**src/rtl/address_sum_diff_pkg.sv**
```systemverilog
// address_sum_diff_pkg
// Shared definitions for the address sum/diff pipeline:
//   - OP_ADD / OP_SUB : the two legal opcodes (octal 020 / 021)
//   - DEF_WIDTH / DEF_STAGES / DEF_TAG_W : default parameter values
//   - chunk_width() : bits handled per pipeline stage, ceil(width / stages)
package address_sum_diff_pkg;

    localparam logic [6:0] OP_ADD = 7'o020;
    localparam logic [6:0] OP_SUB = 7'o021;

    localparam int DEF_WIDTH  = 32;
    localparam int DEF_STAGES = 5;
    localparam int DEF_TAG_W  = 3;

    // Bits per stage; a degenerate stage count falls back to a single chunk
    // so that the elaboration check in the top reports the real problem.
    function automatic int chunk_width(input int width, input int stages);
        int result;
        if (stages < 1) begin
            result = width;
        end else begin
            result = (width + stages - 1) / stages;
        end
        return result;
    endfunction

endpackage

```
**src/rtl/address_chunk_adder.sv**
```systemverilog
// address_chunk_adder
// Adds one CW-bit slice of the operands with a carry-in and produces the
// slice sum and the carry-out for the next pipeline stage.
// Ports:
//   a, b  in  CW  operand slices (b already inverted for subtraction)
//   cin   in  1   carry from the previous slice
//   sum   out CW  slice result
//   cout  out 1   carry into the next slice
module address_chunk_adder #(
    parameter int CW = 1
) (
    input  logic [CW-1:0] a,
    input  logic [CW-1:0] b,
    input  logic          cin,
    output logic [CW-1:0] sum,
    output logic          cout
);

    logic [CW:0] total_s;

    // One extra bit captures the carry out of the slice.
    always_comb begin
        total_s = {1'b0, a} + {1'b0, b} + {{CW{1'b0}}, cin};
    end

    assign sum  = total_s[CW-1:0];
    assign cout = total_s[CW];

endmodule

```
**src/rtl/address_sum_diff_pipe.sv**
```systemverilog
// address_sum_diff_pipe
// Computes Ai = Aj + Ak (opcode 020) or Ai = Aj - Ak (opcode 021) modulo
// 2^WIDTH through a STAGES-deep carry-segmented pipeline. Each stage adds one
// CHUNK-wide slice; operands and the partial result travel together with the
// op. Latency from issue edge to retirement is STAGES cycles, throughput one
// op per cycle. Illegal opcodes travel the pipe and retire on o_err only.
//
// Ports:
//   clk, rst   clock; asynchronous active-high reset
//   i_valid    issue strobe (always accepted)
//   i_Instr    7-bit opcode
//   i_Aj/i_Ak  operands, WIDTH bits
//   i_tag      destination A-register index, TAG_W bits
//   o_valid    legal result retiring this cycle
//   o_Ai       result (holds between legal retirements)
//   o_tag      tag of the retiring result (holds likewise)
//   o_err      illegal opcode retiring this cycle
//   o_pending  bit t set while a legal op with tag t is in flight
//
// Build option: define ADDR_SUM_DIFF_PENDING_EN to generate o_pending; when
// undefined, o_pending is all zeros and no tag-compare logic is built.
module address_sum_diff_pipe
    import address_sum_diff_pkg::*;
#(
    parameter int WIDTH  = DEF_WIDTH,
    parameter int STAGES = DEF_STAGES,
    parameter int TAG_W  = DEF_TAG_W
) (
    input  logic                  clk,
    input  logic                  rst,
    input  logic                  i_valid,
    input  logic [6:0]            i_Instr,
    input  logic [WIDTH-1:0]      i_Aj,
    input  logic [WIDTH-1:0]      i_Ak,
    input  logic [TAG_W-1:0]      i_tag,
    output logic                  o_valid,
    output logic [WIDTH-1:0]      o_Ai,
    output logic [TAG_W-1:0]      o_tag,
    output logic                  o_err,
    output logic [(1<<TAG_W)-1:0] o_pending
);

    localparam int CHUNK = chunk_width(WIDTH, STAGES);
    localparam int NTAG  = 1 << TAG_W;
    localparam int LAST  = STAGES - 1;

    if (STAGES < 1) begin : g_chk_stages
        $error("address_sum_diff_pipe: STAGES must be at least 1");
    end
    if (WIDTH < STAGES) begin : g_chk_width
        $error("address_sum_diff_pipe: WIDTH must be at least STAGES");
    end

    // Issue decode
    logic             is_add_s;
    logic             is_sub_s;
    logic [WIDTH-1:0] b_issue_s;

    // Stage inputs (what each stage sees this cycle)
    logic [STAGES-1:0] in_valid_s;
    logic [STAGES-1:0] in_err_s;
    logic [STAGES-1:0] in_c_s;
    logic [TAG_W-1:0]  in_tag_s [STAGES];
    logic [WIDTH-1:0]  in_a_s   [STAGES];
    logic [WIDTH-1:0]  in_b_s   [STAGES];
    logic [WIDTH-1:0]  in_res_s [STAGES];

    // Stage outputs before the stage register
    logic [STAGES-1:0] nxt_c_s;
    logic [WIDTH-1:0]  nxt_res_s [STAGES];

    // Stage registers
    logic [STAGES-1:0] valid_r;
    logic [STAGES-1:0] err_r;
    logic [STAGES-1:0] c_r;
    logic [TAG_W-1:0]  tag_r [STAGES];
    logic [WIDTH-1:0]  a_r   [STAGES];
    logic [WIDTH-1:0]  b_r   [STAGES];
    logic [WIDTH-1:0]  res_r [STAGES];

    logic last_legal_s;
    logic last_illegal_s;

    // Opcode decode; subtraction enters the adder chain as Aj + ~Ak + 1.
    always_comb begin
        is_add_s = (i_Instr == OP_ADD);
        is_sub_s = (i_Instr == OP_SUB);
        if (is_sub_s) begin
            b_issue_s = ~i_Ak;
        end else begin
            b_issue_s = i_Ak;
        end
    end

    for (genvar k = 0; k < STAGES; k++) begin : g_stage
        localparam int LO = k * CHUNK;
        localparam int HI = ((k + 1) * CHUNK > WIDTH) ? WIDTH : (k + 1) * CHUNK;

        if (k == 0) begin : g_src
            assign in_valid_s[k] = i_valid;
            assign in_err_s[k]   = !(is_add_s || is_sub_s);
            assign in_c_s[k]     = is_sub_s;
            assign in_tag_s[k]   = i_tag;
            assign in_a_s[k]     = i_Aj;
            assign in_b_s[k]     = b_issue_s;
            assign in_res_s[k]   = '0;
        end else begin : g_src
            assign in_valid_s[k] = valid_r[k-1];
            assign in_err_s[k]   = err_r[k-1];
            assign in_c_s[k]     = c_r[k-1];
            assign in_tag_s[k]   = tag_r[k-1];
            assign in_a_s[k]     = a_r[k-1];
            assign in_b_s[k]     = b_r[k-1];
            assign in_res_s[k]   = res_r[k-1];
        end

        if (HI > LO) begin : g_add
            logic [HI-LO-1:0] sum_s;
            logic [WIDTH-1:0] sum_ext_s;

            address_chunk_adder #(
                .CW (HI - LO)
            ) u_adder (
                .a    (in_a_s[k][HI-1:LO]),
                .b    (in_b_s[k][HI-1:LO]),
                .cin  (in_c_s[k]),
                .sum  (sum_s),
                .cout (nxt_c_s[k])
            );

            // Result bits at and above LO are still zero here, so OR-ing the
            // shifted slice splices it into the travelling result.
            assign sum_ext_s    = WIDTH'(sum_s);
            assign nxt_res_s[k] = in_res_s[k] | (sum_ext_s << LO);
        end else begin : g_pass
            // Empty trailing stage: pure delay for data and carry.
            assign nxt_res_s[k] = in_res_s[k];
            assign nxt_c_s[k]   = in_c_s[k];
        end
    end

    // Pipeline stage registers; reset discards every in-flight op.
    always_ff @(posedge clk or posedge rst) begin
        if (rst) begin
            valid_r <= '0;
            err_r   <= '0;
            c_r     <= '0;
            for (int k = 0; k < STAGES; k++) begin
                tag_r[k] <= '0;
                a_r[k]   <= '0;
                b_r[k]   <= '0;
                res_r[k] <= '0;
            end
        end else begin
            valid_r <= in_valid_s;
            err_r   <= in_err_s;
            c_r     <= nxt_c_s;
            for (int k = 0; k < STAGES; k++) begin
                tag_r[k] <= in_tag_s[k];
                a_r[k]   <= in_a_s[k];
                b_r[k]   <= in_b_s[k];
                res_r[k] <= nxt_res_s[k];
            end
        end
    end

    assign last_legal_s   = valid_r[LAST] && !err_r[LAST];
    assign last_illegal_s = valid_r[LAST] && err_r[LAST];

    // Retirement register; result and tag only move on a legal retirement.
    always_ff @(posedge clk or posedge rst) begin
        if (rst) begin
            o_valid <= 1'b0;
            o_err   <= 1'b0;
            o_Ai    <= '0;
            o_tag   <= '0;
        end else begin
            o_valid <= last_legal_s;
            o_err   <= last_illegal_s;
            if (last_legal_s) begin
                o_Ai  <= res_r[LAST];
                o_tag <= tag_r[LAST];
            end else begin
                o_Ai  <= o_Ai;
                o_tag <= o_tag;
            end
        end
    end

`ifdef ADDR_SUM_DIFF_PENDING_EN
    logic [NTAG-1:0] pend_s;

    // OR of one-hot tags over every live legal op, including the one sitting
    // in the retirement register, so a bit drops only after the last retires.
    always_comb begin
        pend_s = '0;
        for (int k = 0; k < STAGES; k++) begin
            pend_s = pend_s
                   | ({{(NTAG-1){1'b0}}, (valid_r[k] && !err_r[k])} << tag_r[k]);
        end
        pend_s = pend_s | ({{(NTAG-1){1'b0}}, o_valid} << o_tag);
    end

    assign o_pending = pend_s;
`else
    assign o_pending = '0;
`endif

    // The final carry and the fully consumed operands are intentionally dropped.
    logic unused_s;
    assign unused_s = ^{c_r[LAST], a_r[LAST], b_r[LAST]};

endmodule

```
**config.mk**
```make
export PLATFORM = sky130hd
export DESIGN_NAME = address_sum_diff_pipe
export DESIGN_NICKNAME = d
export VERILOG_FILES = /design/src/rtl/address_sum_diff_pkg.sv /design/src/rtl/address_chunk_adder.sv /design/src/rtl/address_sum_diff_pipe.sv
export SDC_FILE = /design/constraint.sdc
export NUM_CORES = 1
export LEC_CHECK = 0
export ABC_AREA = 1
export BUFFER_PORTS_ARGS = -buffer_cell sky130_fd_sc_hd__buf_2
export CORE_UTILIZATION = 40
export DETAILED_ROUTE_END_ITERATION = 6
export HOLD_SLACK_MARGIN = 0.06
export RECOVER_POWER = 50
export SYNTH_ARGS = -nofsm -noshare
export SYNTH_HDL_FRONTEND = slang
export SYNTH_SLANG_ARGS = --single-unit
```
**constraint.sdc**
```tcl
create_clock -name clk -period 13.9 [get_ports clk]
set_input_delay 2.085 -clock clk [delete_from_list [all_inputs] [get_ports clk]]
set_output_delay 2.085 -clock clk [all_outputs]
set_load 0.005 [all_outputs]
```
==> impl_metrics.env <==
export IMPL_drive_gt1_frac=0.252
export IMPL_cts_sinks=284
export IMPL_end_kind="asynchronous set/reset pin"
export IMPL_finalWirelength_um=13100
export IMPL_syn_area_um2=9480
export IMPL_cts_buffer_depth=3
export IMPL_cts_resized=0
export IMPL_p_leak_nw=5.77
export IMPL_ant_nets=0
export IMPL_post_cts_setup_buffers=0
export IMPL_synth_top_family_by_area="simple AND/OR/NAND/NOR gates"
export IMPL_fin_crit_sh=0.484
export IMPL_synth_edf_count=0
export IMPL_status="finished with violations"
export IMPL_place_inst=1052
export IMPL_synth_ff_type="dfrtp_1"
export IMPL_cpMaxStageDelayCell="clkinvlp_2"
export IMPL_worst_pin_slew_ns=5.14
export IMPL_required_ns=14.39
export IMPL_drt_iter0_drc=187
export IMPL_regToRegStartpoint="valid_r[4]"
export IMPL_cts_tree="built"
export IMPL_gp_congestion=0.768
export IMPL_clk_pin_slew_ns=0.06
export IMPL_grt_first_pass_wirelength_um=21800
export IMPL_timing_hold_violations_final=0
export IMPL_drv_slew=159
export IMPL_ir_worst_vdd_mv=0.0916
export IMPL_area_growth_pct=19.5
export IMPL_critPathMaxFanout=120
export IMPL_cts_made_buffers=29
export IMPL_gr_total_overflow=0
export IMPL_fillers=1999
export IMPL_cap_viol_max_count=2
export IMPL_r2r_end="o_Ai[19]"
export IMPL_vias=4561
export IMPL_synthAdderAreaFrac=0.0547
export IMPL_start_util=0.414
export IMPL_io_buffers=113
export IMPL_io_pins=122
export IMPL_ys_warn_count=0
export IMPL_grt_max_degree=121
export IMPL_clk_insertion_delay_late_ns=0.52
export IMPL_synth_compound_area_frac=0.0137
export IMPL_coreArea_um2=22900
export IMPL_rows=55
export IMPL_max_slew_margin=-2.44
export IMPL_hold_path_cell_count=0
export IMPL_hpwl_um=8120
export IMPL_place_ws_ns=8.99
export IMPL_yosysSeqAreaShare=0.750
export IMPL_reg2regPathDepth=5
export IMPL_final_nets=883
export IMPL_synth_area_per_cell_um2=14.9
export IMPL_setup_viol=0
export IMPL_cts_root_buf="clkbuf_16"
export IMPL_synthCells=634
export IMPL_path_delay_family="buffers and inverters"
export IMPL_async_flop_share=1.00
export IMPL_holdBufCountCts=0
export IMPL_hp_class="reg2reg"
export IMPL_dieArea_um2=24300
export IMPL_power_density_nw_per_um2=165
export IMPL_yosys_area_share_simple=0.0779
export IMPL_hp_start="in_res_s[9]"
export IMPL_critPathArrivalTime_ns=7.22
export IMPL_grt_setup_unrepaired="no"
export IMPL_fin_worst_skew_ns=0.00767
export IMPL_fin_ws_ns=7.17
export IMPL_fin_crit_ns=6.73
export IMPL_fin_cells=1104
export IMPL_max_stage_delay_ns=2.82
export IMPL_antenna_diode_count=0
export IMPL_crit_path_cell_trace="buf_2 > clkinvlp_2 > buf_4 > buf_4"
export IMPL_vias_per_cell=4.13
export IMPL_crit_top_cell="buf_4"
export IMPL_dieWidth_um=156
export IMPL_path_buf_inv=4
export IMPL_max_freq_mhz=149
export IMPL_start_kind="primary input"
export IMPL_r2r_slack_ns=9.71
export IMPL_synth_xor_area_frac=0.0718
export IMPL_violations="max-capacitance violations, max-slew violations"
export IMPL_yosys_cell_types_count=28
export IMPL_critPathKind="in2async"
export IMPL_drc=0
export IMPL_synthMuxAreaShare=0
export IMPL_die_h_um=156
export IMPL_holdPathEnd="res_r[9]"
export IMPL_grt_antenna_before_repair=0
export IMPL_grt_pass1_vias=4538
export IMPL_gr_usage_all_layers=0.113
export IMPL_fin_tns_setup_ns=0
export IMPL_synth_seq_cells=284
export IMPL_hold_slack_ns=0.339
export IMPL_htree_levels=1
export IMPL_first_pass_iters=4
export IMPL_post_drt_wl_per_cell_um=11.8
routing by layer:
layer | vias to the layer above | GRT usage | part of all wire
li1 | 2227 | - | -
met1 | 2223 | 0.140 | 0.41
met2 | 85 | 0.195 | 0.52
met3 | 26 | 0.0253 | 0.047
met4 | 0 | 0.0378 | 0.020
met5 | - | 0 | 0
registers in the layout, indices dropped and copies added (netlist names), 3 cells and up:
register  count
c_r           4
res_r        32
err_r         5
a_r          58
o_Ai         32
o_tag         3
in_res_s     70
in_tag_s     12
valid_r       5
tag_r         3
b_r          58
metrics by stage:
stage	utilization	instance area, um^2	power [mW]
after floorplan	-	9500	1.05
after CTS	0.495	11300	1.90
after global placement	0.452	10300	1.10
final	0.494	11300	1.86
after global routing	0.494	11300	1.96
after detailed placement	0.452	10300	1.10
Yosys cell counts (2+ instances only):
library cell | count | area [um^2]
nand4_1 | 3 | 18.8
nand3_2 | 2 | 20.0
fa_1 | 9 | 180
buf_2 | 6 | 30.0
buf_4 | 8 | 60.1
a21oi_1 | 16 | 80.1
xnor2_2 | 30 | 488
nor2_2 | 2 | 12.5
a21o_1 | 3 | 22.5
nand2_4 | 2 | 22.5
dfrtp_1 | 284 | 7110
ha_1 | 27 | 338
xnor2_1 | 5 | 43.8
nor2_1 | 3 | 11.3
xor2_1 | 17 | 149
buf_8 | 3 | 45.0
nand3_1 | 17 | 85.1
nand2_1 | 145 | 544
inv_1 | 42 | 158
inv_2 | 2 | 7.51
power breakdown:
group	switching [mW]	total (mW)	internal (mW)
Clock	0.294	0.781	0.487
Combinational	0.0693	0.123	0.0536
Sequential	0.0309	0.960	0.929
placed cells by master, fill, tap and decap left out, types with 5 or more instances in the layout:
cell type,synthesis,final
clkinv_2,0,5
buf_2,6,110
clkbuf_16,0,29
xor2_1,17,17
inv_1,42,42
fa_1,9,9
clkbuf_8,0,6
dfrtp_1,284,284
conb_1,1,8
nor2_1,3,5
nand2_1,145,145
nand3_1,17,17
xnor2_1,5,5
ha_1,27,27
a21oi_1,16,16
xnor2_2,30,30
clkbuf_1,0,7
layout make-up:
cell class              instances  area [um^2]  share of cell area
clock inverters                13          175              0.0155
multi-input cells             296         2090               0.184
repair buffers                115          577              0.0509
clock buffers                  39          823              0.0727
well taps                     313          392              0.0346
flip-flops and latches        284         7110               0.627
inverters                      44          166              0.0147
cells by family (layout without fill, tap and decap cells):
| group | Yosys count | in the layout |
|---|---|---|
| and+or+nand+nor | 177 | 177 |
| xor gates and xnor gates | 52 | 52 |
| adders and majority gates | 36 | 36 |
| DFF | 284 | 284 |
| buffers and inverters | 61 | 211 |
| other | 1 | 8 |
| AOI/OAI and AO/OA | 23 | 23 |
worst max-delay path by stage:
stage | from | endpoint | slack (ns) | cells past startpoint
2_1_floorplan | rst | a_r[110] | 3.98 | 1
3_5_place_dp | rst | a_r[87] | 8.99 | 4
3_3_place_gp | rst | a_r[118] | 9.05 | 4
6_report | rst | o_Ai[21] | 7.17 | 4
5_1_grt | rst | a_r[87] | 6.04 | 4
4_1_cts | rst | a_r[87] | 9.56 | 4
Power figures use the tool's default switching activity.
